### src/rtl/cnu_msg_expand.sv
// Serial check-to-variable message expander: one compressed min-sum record in, DEG sign-magnitude edges out.
// Optional offset min-sum is enabled with the CNU_OFFSET_EN macro.
module cnu_msg_expand #(
   parameter int DATA_W = 8,
   parameter int IDX_W  = 8,
   parameter int DEG    = 6,
   parameter int OFFSET = 1
) (
   input  logic              clk,
   input  logic              rst,
   input  logic              in_valid,
   output logic              in_ready,
   input  logic [DATA_W-1:0] in_min1,
   input  logic [DATA_W-1:0] in_min2,
   input  logic [IDX_W-1:0]  in_idx,
   input  logic [DEG-1:0]    in_sign,
   output logic              out_valid,
   input  logic              out_ready,
   output logic [DATA_W:0]   out_msg,
   output logic [IDX_W-1:0]  out_idx,
   output logic              out_last
);

   typedef enum logic {IDLE, EXPAND} state_t;

   localparam logic [IDX_W-1:0] LAST = IDX_W'(DEG - 1);

`ifdef CNU_OFFSET_EN
   localparam logic [DATA_W:0] EFF_OFF = (DATA_W + 1)'(OFFSET);
`else
   // Plain min-sum: the subtract below degenerates to a pass-through.
   localparam logic [DATA_W:0] EFF_OFF = (DATA_W + 1)'(0 * OFFSET);
`endif

   state_t            state;
   logic [IDX_W-1:0]  cnt;
   logic [DATA_W-1:0] min1_q;
   logic [DATA_W-1:0] min2_q;
   logic [IDX_W-1:0]  idx_q;
   logic [DEG-1:0]    sign_q;
   logic              tsign_q;

   // Message for edge e: the other edges' minimum, the product of the other edges' signs, no negative zero.
   function automatic logic [DATA_W:0] edge_msg(
      input logic [IDX_W-1:0]  e,
      input logic [DATA_W-1:0] m1,
      input logic [DATA_W-1:0] m2,
      input logic [IDX_W-1:0]  id,
      input logic [DEG-1:0]    sg,
      input logic              ts
   );
      logic [DATA_W-1:0] sel;
      logic [DATA_W:0]   diff;
      logic [DATA_W-1:0] mag;
      logic [DEG-1:0]    sh;
      logic              sgn;
      sel  = (e == id) ? m2 : m1;
      diff = {1'b0, sel} - EFF_OFF;
      mag  = diff[DATA_W] ? '0 : diff[DATA_W-1:0];
      sh   = sg >> e;
      sgn  = (ts ^ sh[0]) & (mag != '0);
      return {sgn, mag};
   endfunction

   assign in_ready = (state == IDLE);
   assign out_idx  = cnt;

   // NOTE: every register here, record latches included, is cleared by reset so a discarded record leaves no trace.
   always_ff @(posedge clk or posedge rst) begin
      if (rst) begin
         state     <= IDLE;
         cnt       <= '0;
         min1_q    <= '0;
         min2_q    <= '0;
         idx_q     <= '0;
         sign_q    <= '0;
         tsign_q   <= 1'b0;
         out_valid <= 1'b0;
         out_msg   <= '0;
         out_last  <= 1'b0;
      end else begin
         case (state)
            IDLE: begin
               if (in_valid) begin
                  min1_q    <= in_min1;
                  min2_q    <= in_min2;
                  idx_q     <= in_idx;
                  sign_q    <= in_sign;
                  tsign_q   <= ^in_sign;
                  cnt       <= '0;
                  state     <= EXPAND;
                  out_valid <= 1'b1;
                  out_last  <= (LAST == '0);
                  out_msg   <= edge_msg('0, in_min1, in_min2, in_idx, in_sign, ^in_sign);
               end
            end
            EXPAND: begin
               if (out_ready) begin
                  if (cnt == LAST) begin
                     state     <= IDLE;
                     out_valid <= 1'b0;
                     out_last  <= 1'b0;
                  end else begin
                     cnt      <= cnt + 1'b1;
                     out_last <= ((cnt + 1'b1) == LAST);
                     out_msg  <= edge_msg(cnt + 1'b1, min1_q, min2_q, idx_q, sign_q, tsign_q);
                  end
               end
            end
            default: state <= IDLE;
         endcase
      end
   end

endmodule

### config.mk
export PLATFORM = sky130hd
export DESIGN_NAME = cnu_msg_expand
export DESIGN_NICKNAME = d
export VERILOG_FILES = /design/src/rtl/cnu_msg_expand.sv
export SDC_FILE = /design/constraint.sdc
export NUM_CORES = 1
export LEC_CHECK = 0
export BUFFER_PORTS_ARGS = -buffer_cell sky130_fd_sc_hd__buf_4
export CORE_MARGIN = 2
export CORE_UTILIZATION = 60
export DETAILED_ROUTE_END_ITERATION = 16
export GPL_TIMING_DRIVEN = 0
export PLACE_DENSITY = 0.95
export SLEW_MARGIN = 10
export SYNTH_ARGS = -nofsm -noshare
export SYNTH_HDL_FRONTEND = slang
export SYNTH_SLANG_ARGS = --single-unit
export TNS_END_PERCENT = 20
### constraint.sdc
create_clock -name clk -period 3.7 [get_ports clk]
set_clock_uncertainty 0.1 [all_clocks]
set_input_delay 0.74 -clock clk [delete_from_list [all_inputs] [get_ports clk]]
set_output_delay 0.74 -clock clk [all_outputs]
set_load 0.05 [all_outputs]
* After elaboration in Yosys (flattened, before gate mapping)
Cells that the tools add are included.
Word-level totals: register bits 51, input bits 34, output and inout bits 20, word-level logic and storage cells 54
Operators by class: $add $sub $neg 1, eq/ne operators 7, shift operators 1, muxes and demuxes 22, bitwise gates (word level) 5, reductions and logical operators 8
Operators with widths (count):
- 8-bit two-way mux | 5
- 9-bit two-way mux | 3
- 9-bit case mux with 2 select lines | 1
- 8-bit by 3-bit == test with 1-bit output (second input constant) | 2
- 8-bit case mux with 2 select lines | 1
- 8-bit nonzero test | 2
- 1-bit two-way mux | 9
- 8-bit by 1-bit adder with 8-bit output (second input constant) | 1
- 8-bit == test | 1
- 8-bit zero test | 1
- 6-bit by 8-bit >> shifter with 1-bit output | 1
- 2-bit != test (second input constant) | 3
- 1-bit case mux with 2 select lines | 3
- 3-bit AND reduction | 2
- 6-bit XOR reduction | 1
- 2-bit AND reduction | 2
- 1-bit bitwise AND | 2
- 2-bit by 1-bit != test with 1-bit output (second input constant) | 1
- 1-bit XOR | 2
- 1-bit NOT | 1

* Depth between registers and ports, before layout
Gate-level depths: netlist of run 1.
depth after elaboration 8, mapped depth 10

* Worst setup path after synthesis of run 1
Ideal clock, no wire load.
path type flip-flop to flip-flop, start point register cnt[0], in the netlist out_idx[0], end point register out_msg[8], library setup time 0.140 ns, arrival time 2.373 ns, slack 1.088 ns, cell stages (with the launch flop) 11, path buffers 2, path through dfrtp_1 buf_6 inv_1 ha_1 xor2_1 nor2_1 nand4_1 nor4_2 buf_6 mux2i_1 o32ai_2
On the way: longest elaborated chain between the ends 8, elaborated cells between the ends (all ways) 13
RTL lines:
- from (decl) | line 36 | logic [IDX_W-1:0] cnt;
- from (signal assigned) | line 104 | cnt <= cnt + 1'b1;
- 8-bit by 1-bit adder with 8-bit output | line 106 | out_msg <= edge_msg(cnt + 1'b1, min1_q, min2_q, idx_q, sign_q, tsign_q);
- 8-bit == test | line 57 | sel = (e == id) ? m2 : m1;
- 8-bit two-way mux | line 57
- 8-bit nonzero test | line 61 | sgn = (ts ^ sh[0]) & (mag != '0);
- 1-bit bitwise AND | line 61
- 9-bit two-way mux | line 99 | if (cnt == LAST) begin
- 9-bit two-way mux | line 98 | if (out_ready) begin
- 9-bit case mux with 2 select lines | line 82 | case (state)
- to (signal assigned) | line 94 | out_msg <= edge_msg('0, in_min1, in_min2, in_idx, in_sign, ^in_sign);
- to (signal assigned) | line 106
- to (decl) | line 19 | output logic [DATA_W:0] out_msg,
Several ways; a longest one is shown, not always the timed one. The select of a mux whose other input is x is not followed. A chain may end at the register's enable or synchronous reset.

* Worst setup path in the final report of run 1
Ends and elaborated chain as after synthesis.

==> flow_metrics.tcl, run 1 <==
set metrics [dict create \
    post_cts_buffers 0 \
    fin_util 0.739 \
    design_power_total_uw 2830 \
    hold_class "input port to async pin" \
    relSlewSlack 0.417 \
    gr-usage-all-layers 0.300 \
    grt_pass1_wl_um 12400 \
    antennaDiodeCount 0 \
    grt_peak_use_layer "met2" \
    finalWirelength_um 7620 \
    num_io_pins 54 \
    yosysSeqAreaShare 0.443 \
    totalNegativeSetupSlack_ns 0 \
    finalSetupViolCount 0 \
    synth_seq_cells 51 \
    worst_slack_ns 1.02 \
    power-per-cell-area_mw_per_mm2 822 \
    detailedPlace.worstSlack_ns 0.811 \
    dp_hpwl_um 5420 \
    cp_required_ns 3.77 \
    portion_of_the_clock_cycle_consumed_by_the_worst_path_in_the_final_layout 0.724 \
    drv.max_cap_violation_count 0 \
    path_max_fanout 10 \
    cts.sinks 51 \
    met2_usage 0.483 \
    filler_cell_count 337 \
    rows 25 \
    cts_made_buffers 5 \
    final-hold-violation-count 0 \
    route.detailed.vias_per_inst 6.18 \
    insertion_delay_ns 0.31 \
    floorplan.die_area_mm2 0.00537 \
    syn_area_per_cell_um2 8.51 \
    chipHeight_um 73.3 \
    final-max-slew-violation-count 0 \
    post_synth_inst_count 338 \
    nNetsFinal 436 \
    period_needed_ns 2.68 \
    cts_htree_levels 2 \
    synth_enable_flop_cells 0 \
    portBuffers 53 \
    chipWidth_um 73.3 \
    clk_pin_slew_worst_paths_ns 0.09 \
    layout-area-overhead-vs-synth_pct 19.7 \
    synth_flop_cell "dfrtp_1" \
    initial_core_util 0.617 \
    timing_worst_setup_path_type "flip-flop to flip-flop" \
    final_layout_size_suffix_gt1_frac 0.193 \
    max_freq_mhz 373 \
    detail_route.iter0.violations 320 \
    drt-pass1-iter-count 6 \
    timing.critical_path.arrival_ns 2.75 \
    antenna_found_initial 0 \
    wl_per_cell_um 16.8 \
    drcViolationCount 0 \
    cts_resized 0 \
    outcome "finished clean" \
    seq_area_mm2 0.00128 \
    grt.met3_usage 0.0576 \
    grt_setup_unrepaired "no" \
    power.static_leakage_uw 0.00161 \
    synth_fp_nets 375 \
    cts_tree "done" \
    placeableCoreArea_mm2 0.00466 \
    clockRootBuffer "clkbuf_8" \
    routabilityCongestion 0.917 \
    multi_input_comb_area_mm2 0.00147 \
    hold_buffer_count_at_cts 0 \
    crit_path_end_kind "flip-flop" \
    critPathLaunchType "flip-flop" \
    grt_pass1_vias 2686 \
    yosys_warnings 0 \
    antenna_left 0 \
    global_route.overflow_total 0 \
    synth_area_mm2 0.00288 \
    clock_tree.buffer_depth 2 \
    tightestPinTransition_ns 0.867 \
    vias 2806 \
    synth.lib_cells_used.distinct 47 \
    peakVddDrop_v 0.000555 \
    synth_async_sr_flop_share 1.00 \
    grt_start_max_net_pins 37 \
    global_route_track_usage_on_met1 0.394 \
]
-- critical path, stage by stage, from the launching register on --
cell     delay (ns)
dfrtp_1        0.45
buf_6          0.18
inv_1          0.06
ha_1           0.38
xor2_1         0.17
nor2_1         0.13
nand4_1        0.11
nor4_2         0.35
buf_6          0.21
mux2i_1        0.27
o32ai_2        0.12
-- power by group --
group	switching (uW)	internal, uW
registers	212	806
logic	952	544
clock network	183	133
total	1350	1480
-- through the flow --
step           area, um^2  hold WS, ns  instances
2_1_floorplan        2880        0.340        338
3_3_place_gp         3340        0.357        445
3_5_place_dp         3360        0.366        446
4_1_cts              3440        0.311        454
5_1_grt              3440        0.323        454
6_report             3440        0.301        454
-- layout make-up --
| cell class | count | area share |
|---|---|---|
| plain buffers | 18 | 0.0301 |
| clock buffers | 7 | 0.0222 |
| clock inverters | 1 | 0.00145 |
| inverters | 7 | 0.00763 |
| multi-input cells | 262 | 0.427 |
| flip-flops and latches | 51 | 0.371 |
| well taps | 54 | 0.0196 |
| repair buffers | 54 | 0.121 |
-- cell families (layout without fill, tap and decap cells) --
| family | count (synthesis) | count (layout) | share of synthesized area |
|---|---|---|---|
| and+or+nand+nor | 178 | 178 | 0.287 |
| AOI/OAI and AO/OA | 54 | 54 | 0.120 |
| DFF | 51 | 51 | 0.443 |
| buffers and inverters | 25 | 87 | 0.0452 |
| xor gates and xnor gates | 16 | 16 | 0.0487 |
| muxes | 11 | 11 | 0.0426 |
| adders and majority gates | 3 | 3 | 0.0130 |
-- per-layer routing --
metal	up-vias	routed length, um
li1	1291	-
met1	1317	3000
met2	165	3760
met3	33	595
met4	0	268
met5	-	0
-- synth_stat cells, drive strengths merged, types with 2 or more instances --
master / instances / area, um^2
nor3: 3 / 20.0
inv: 7 / 26.3
o22ai: 8 / 50.1
nor2: 8 / 30.0
buf: 8 / 66.3
or4: 2 / 15.0
nand3b: 2 / 15.0
a21oi: 11 / 55.1
nand2: 114 / 428
mux2i: 10 / 100
nand3: 23 / 115
and2: 2 / 12.5
o31ai: 2 / 15.0
and3: 2 / 12.5
dfrtp: 51 / 1280
a31o: 2 / 17.5
a31oi: 2 / 12.5
o21ai: 18 / 90.1
xnor2: 12 / 105
nand4: 5 / 46.3
xor2: 4 / 35.0
clkbuf: 10 / 37.5
ha: 3 / 37.5
nor2b: 3 / 18.8
nor4: 11 / 87.6
-- final timing paths --
| kind | start | to | slack, ns | cells past startpoint |
|---|---|---|---|---|
| min in group clk | sign_q[2] | sign_q[2] | 0.38 | 2 |
| worst min-delay path | rst | out_msg[3] | 0.30 | 2 |
| worst min register to register | sign_q[2] | sign_q[2] | 0.38 | 2 |
| worst max register to register | out_idx[0] | out_msg[8] | 1.02 | 10 |
| worst max-delay path | out_idx[0] | out_msg[8] | 1.02 | 10 |
| max in group asynchronous | rst | tsign_q | 2.69 | 3 |
-- layout by cell type (no fill, tap or decap), types with 2 or more instances in the layout --
master / instances
nor4_1: 8
ha_1: 3
xnor2_1: 12
buf_6: 3
and3_1: 2
o22ai_1: 8
xor2_1: 4
nor2_1: 8
nand3b_1: 2
o31ai_1: 2
o21ai_1: 2
nand4_1: 4
nor4_2: 3
a21oi_1: 11
inv_1: 6
mux2i_1: 10
and2_1: 2
nand3_1: 23
nor2b_1: 3
nor3_1: 2
clkbuf_8: 5
buf_4: 56
or4_1: 2
o21ai_0: 16
a31oi_1: 2
buf_2: 2
dfrtp_1: 51
clkbuf_1: 12
nand2_1: 114
-- flip-flops by register name, indices dropped and copies added, names as in the netlist --
signal / count
out_last: 1
out_msg: 9
min1_q: 8
idx_q: 8
sign_q: 6
out_valid: 1
tsign_q: 1
state: 1
min2_q: 8
out_idx: 8
No activity file was read; power rests on OpenSTA's default activity.
==> inputs of run 2 (changes only) <==
Settings changed: ABC_AREA set to 1, CORE_UTILIZATION 60 to 50, PLACE_DENSITY 0.95 to 0.88.
Clock period 3.7 ns to 2.2 ns, I/O delays scaled along.
==> run 2 against run 1 <==
  * The run now ends with negative hold slack, negative setup slack left
  * Sequential power up 68%
  * Register-to-register slack got worse by 1.1 ns
  * Highest routed layer unchanged
  * Maximum frequency rose by 16%
==> flow_metrics.tcl, run 2 <==
set metrics [dict create \
    final_layout_size_suffix_gt1_frac 0.293 \
    totalNegativeSetupSlack_ns -0.212 \
    global_route.overflow_total 0 \
    drv.max_cap_violation_count 0 \
    antenna_found_initial 0 \
    power.static_leakage_uw 0.00190 \
    routabilityCongestion 0.984 \
    intPower_uw 2940 \
    cts_tree "done" \
    tightestPinTransition_ns 0.565 \
    grt_setup_unrepaired "yes" \
    whs_ns -0.00628 \
    period_needed_ns 2.30 \
    cts_made_buffers 5 \
    critical_path_depth 15 \
    timing.critical_path.arrival_ns 2.41 \
    synth_area_leader_cell "dfrtp_1" \
    final-hold-violation-count 15 \
    crit_slowest_cell "dfrtp_2" \
    cell_with_the_most_instances_after_synthesis "nand2_1" \
    clock_tree.buffer_depth 2 \
    post_synth_inst_count 386 \
    gr-usage-all-layers 0.271 \
    portion_of_the_clock_cycle_consumed_by_the_worst_path_in_the_final_layout 1.05 \
    chipHeight_um 80.2 \
    synth.top_cell.area_share 0.440 \
    nNetsFinal 495 \
    antennaDiodeCount 0 \
    synth_flop_cell "dfrtp_1" \
    timing.critical_path.max_delay_family "simple AND/OR/NAND/NOR gates" \
    synth.lib_cells_used.distinct 30 \
    dp_hpwl_um 5580 \
    finalSetupViolCount 3 \
    worst_path_cell_chain "buf_4, buf_4, xor2_1, nand2_1, nor2_1, nand2_1, nor2_4, buf_6, nand3_1, nand2_1, nand2_1, nor2_1, nand2_1, nand2_2, a21oi_2" \
    chipWidth_um 80.2 \
    finalWirelength_um 8030 \
    relSlewSlack 0.623 \
    layout-area-overhead-vs-synth_pct 29.8 \
    critPathLaunchType "flip-flop" \
    power.share.switching 0.495 \
    cts_htree_levels 2 \
    yosys-top-cells-area "dfrtp_1, nand2_1, inv_1" \
    synth_async_sr_flop_share 1.00 \
    wl_per_cell_um 15.2 \
    sequential_fraction_of_design_power 0.293 \
    critical-path-top-cell-by-count "nand2_1" \
    cp_required_ns 2.31 \
    final-max-slew-violation-count 0 \
    antenna_left 0 \
    layout_commonest_cell "nand2_1" \
    syn_area_per_cell_um2 7.52 \
    crit_path_end_kind "flip-flop" \
    floorplan.die_area_mm2 0.00643 \
    power-per-cell-area_mw_per_mm2 1550 \
    drt-pass1-iter-count 7 \
    net_switching_power_of_the_design_uw 2880 \
    insertion_delay_ns 0.31 \
    yosysSeqAreaShare 0.440 \
    critPathBufInv 3 \
    initial_core_util 0.524 \
    clk_pin_slew_worst_paths_ns 0.10 \
    cts.sinks 51 \
    detail_route.iter0.violations 341 \
    grt_start_max_net_pins 37 \
    portBuffers 53 \
    synth_enable_flop_cells 0 \
    detailedPlace.worstSlack_ns -0.244 \
    route.detailed.vias_per_inst 5.58 \
    grt_pass1_vias 2937 \
    vias 2958 \
    peakVddDrop_v 0.000845 \
    synth_area_mm2 0.00290 \
    share_comb_of_total_power 0.595 \
    largest_register_ff_count 9 \
    rows 27 \
    drcViolationCount 0 \
    timing_worst_setup_path_type "flip-flop to flip-flop" \
    outcome "complete, but fails checks" \
    critical-path-max-stage-delay_ns 0.49 \
    grt_pass1_wl_um 13600 \
    path_max_fanout 6 \
    synth_fp_nets 423 \
    violations "negative hold slack, negative setup slack" \
    synth_seq_cells 51 \
    reg2reg_depth 15 \
    yosys_warnings 0 \
    filler_cell_count 431 \
    max_freq_mhz 435 \
    placeableCoreArea_mm2 0.00554 \
    num_io_pins 54 \
    worst_slack_ns -0.101 \
    final_cell_mix "nand2_1, buf_4, inv_1, dfrtp_1, o21ai_0" \
    clockRootBuffer "clkbuf_8" \
    hold_class "input port to async pin" \
    synth.cells.most_frequent "nand2_1, inv_1, dfrtp_1" \
    regMostFlops "out_msg" \
    power.clock.fraction 0.112 \
]
==> run 2: stage by stage <==
stage	power, uW	utilization	cell area, um^2	instances
after floorplan	3810	-	2930	386
after global placement	4520	0.617	3420	511
after detailed placement	4630	0.621	3440	512
after CTS	5550	0.668	3700	527
after global routing	6200	0.680	3760	530
final	5830	0.680	3760	530
==> run 2: worst reg2reg max path, delay by kind of cell (launching register included) <==
kind,cells,cell delay [ns]
AOI/OAI and AO/OA,1,0.05
xor gates and xnor gates,1,0.15
buffers and inverters,3,0.46
DFF,1,0.49
and+or+nand+nor,10,0.96
==> run 2: repair_timing <==
action	4_1_cts	5_1_grt
hold buffers	0	0
resized for setup	27	19
buffers inserted	8	3
pin swaps	20	15
endpoints found under the setup margin	9	25
==> run 2: final timing paths <==
check / slack, ns / end / from
max: -0.10 / out_msg[8] / out_idx[0]
min: -0.006 / out_msg[7] / rst
max reg2reg: -0.10 / out_msg[8] / out_idx[0]
min reg2reg: 0.40 / min2_q[4] / min2_q[4]
max in group asynchronous: 1.48 / tsign_q / rst
min in group clk: 0.24 / state / out_ready
==> run 2: cell type report <==
cell class | instances | area, um^2 | area share
Buffer | 11 | 47.5 | 0.0126
Clock inverter | 2 | 37.5 | 0.00997
Tap cell | 72 | 90.1 | 0.0239
Inverter | 58 | 220 | 0.0585
Sequential cell | 51 | 1280 | 0.340
Clock buffer | 5 | 68.8 | 0.0183
Timing Repair Buffer | 65 | 524 | 0.139
Multi-Input combinational cell | 266 | 1500 | 0.397
==> run 2: cells by family (layout without fill, tap and decap cells) <==
| family | Yosys count | count (layout) | share of synthesized area |
|---|---|---|---|
| AO/OA/AOI/OAI | 73 | 73 | 0.136 |
| AND/OR/NAND/NOR | 178 | 178 | 0.282 |
| adder cells (fa/ha/maj) | 3 | 3 | 0.0129 |
| flip-flops | 51 | 51 | 0.440 |
| XOR/XNOR | 8 | 8 | 0.0241 |
| multiplexers | 4 | 4 | 0.0155 |
| buffers and inverters | 69 | 141 | 0.0897 |
==> run 2: per-layer routing <==
| layer | vias to the layer above | GRT usage | part of all wire |
|---|---|---|---|
| met1 | 1401 | 0.336 | 0.40 |
| met2 | 149 | 0.464 | 0.51 |
| met5 | - | 0 | 0 |
| met3 | 26 | 0.0517 | 0.072 |
| met4 | 0 | 0.107 | 0.022 |
| li1 | 1382 | - | - |
==> run 2: power groups by stage <==
stage               registers, uW  logic (uW)  clock network (uW)
global route                 1740        3780                 684
finish                       1710        3470                 652
global placement             1690        2830                   0
detailed placement           1710        2920                   0
CTS                          1680        3210                 654
floorplan                    2190        1620                   0
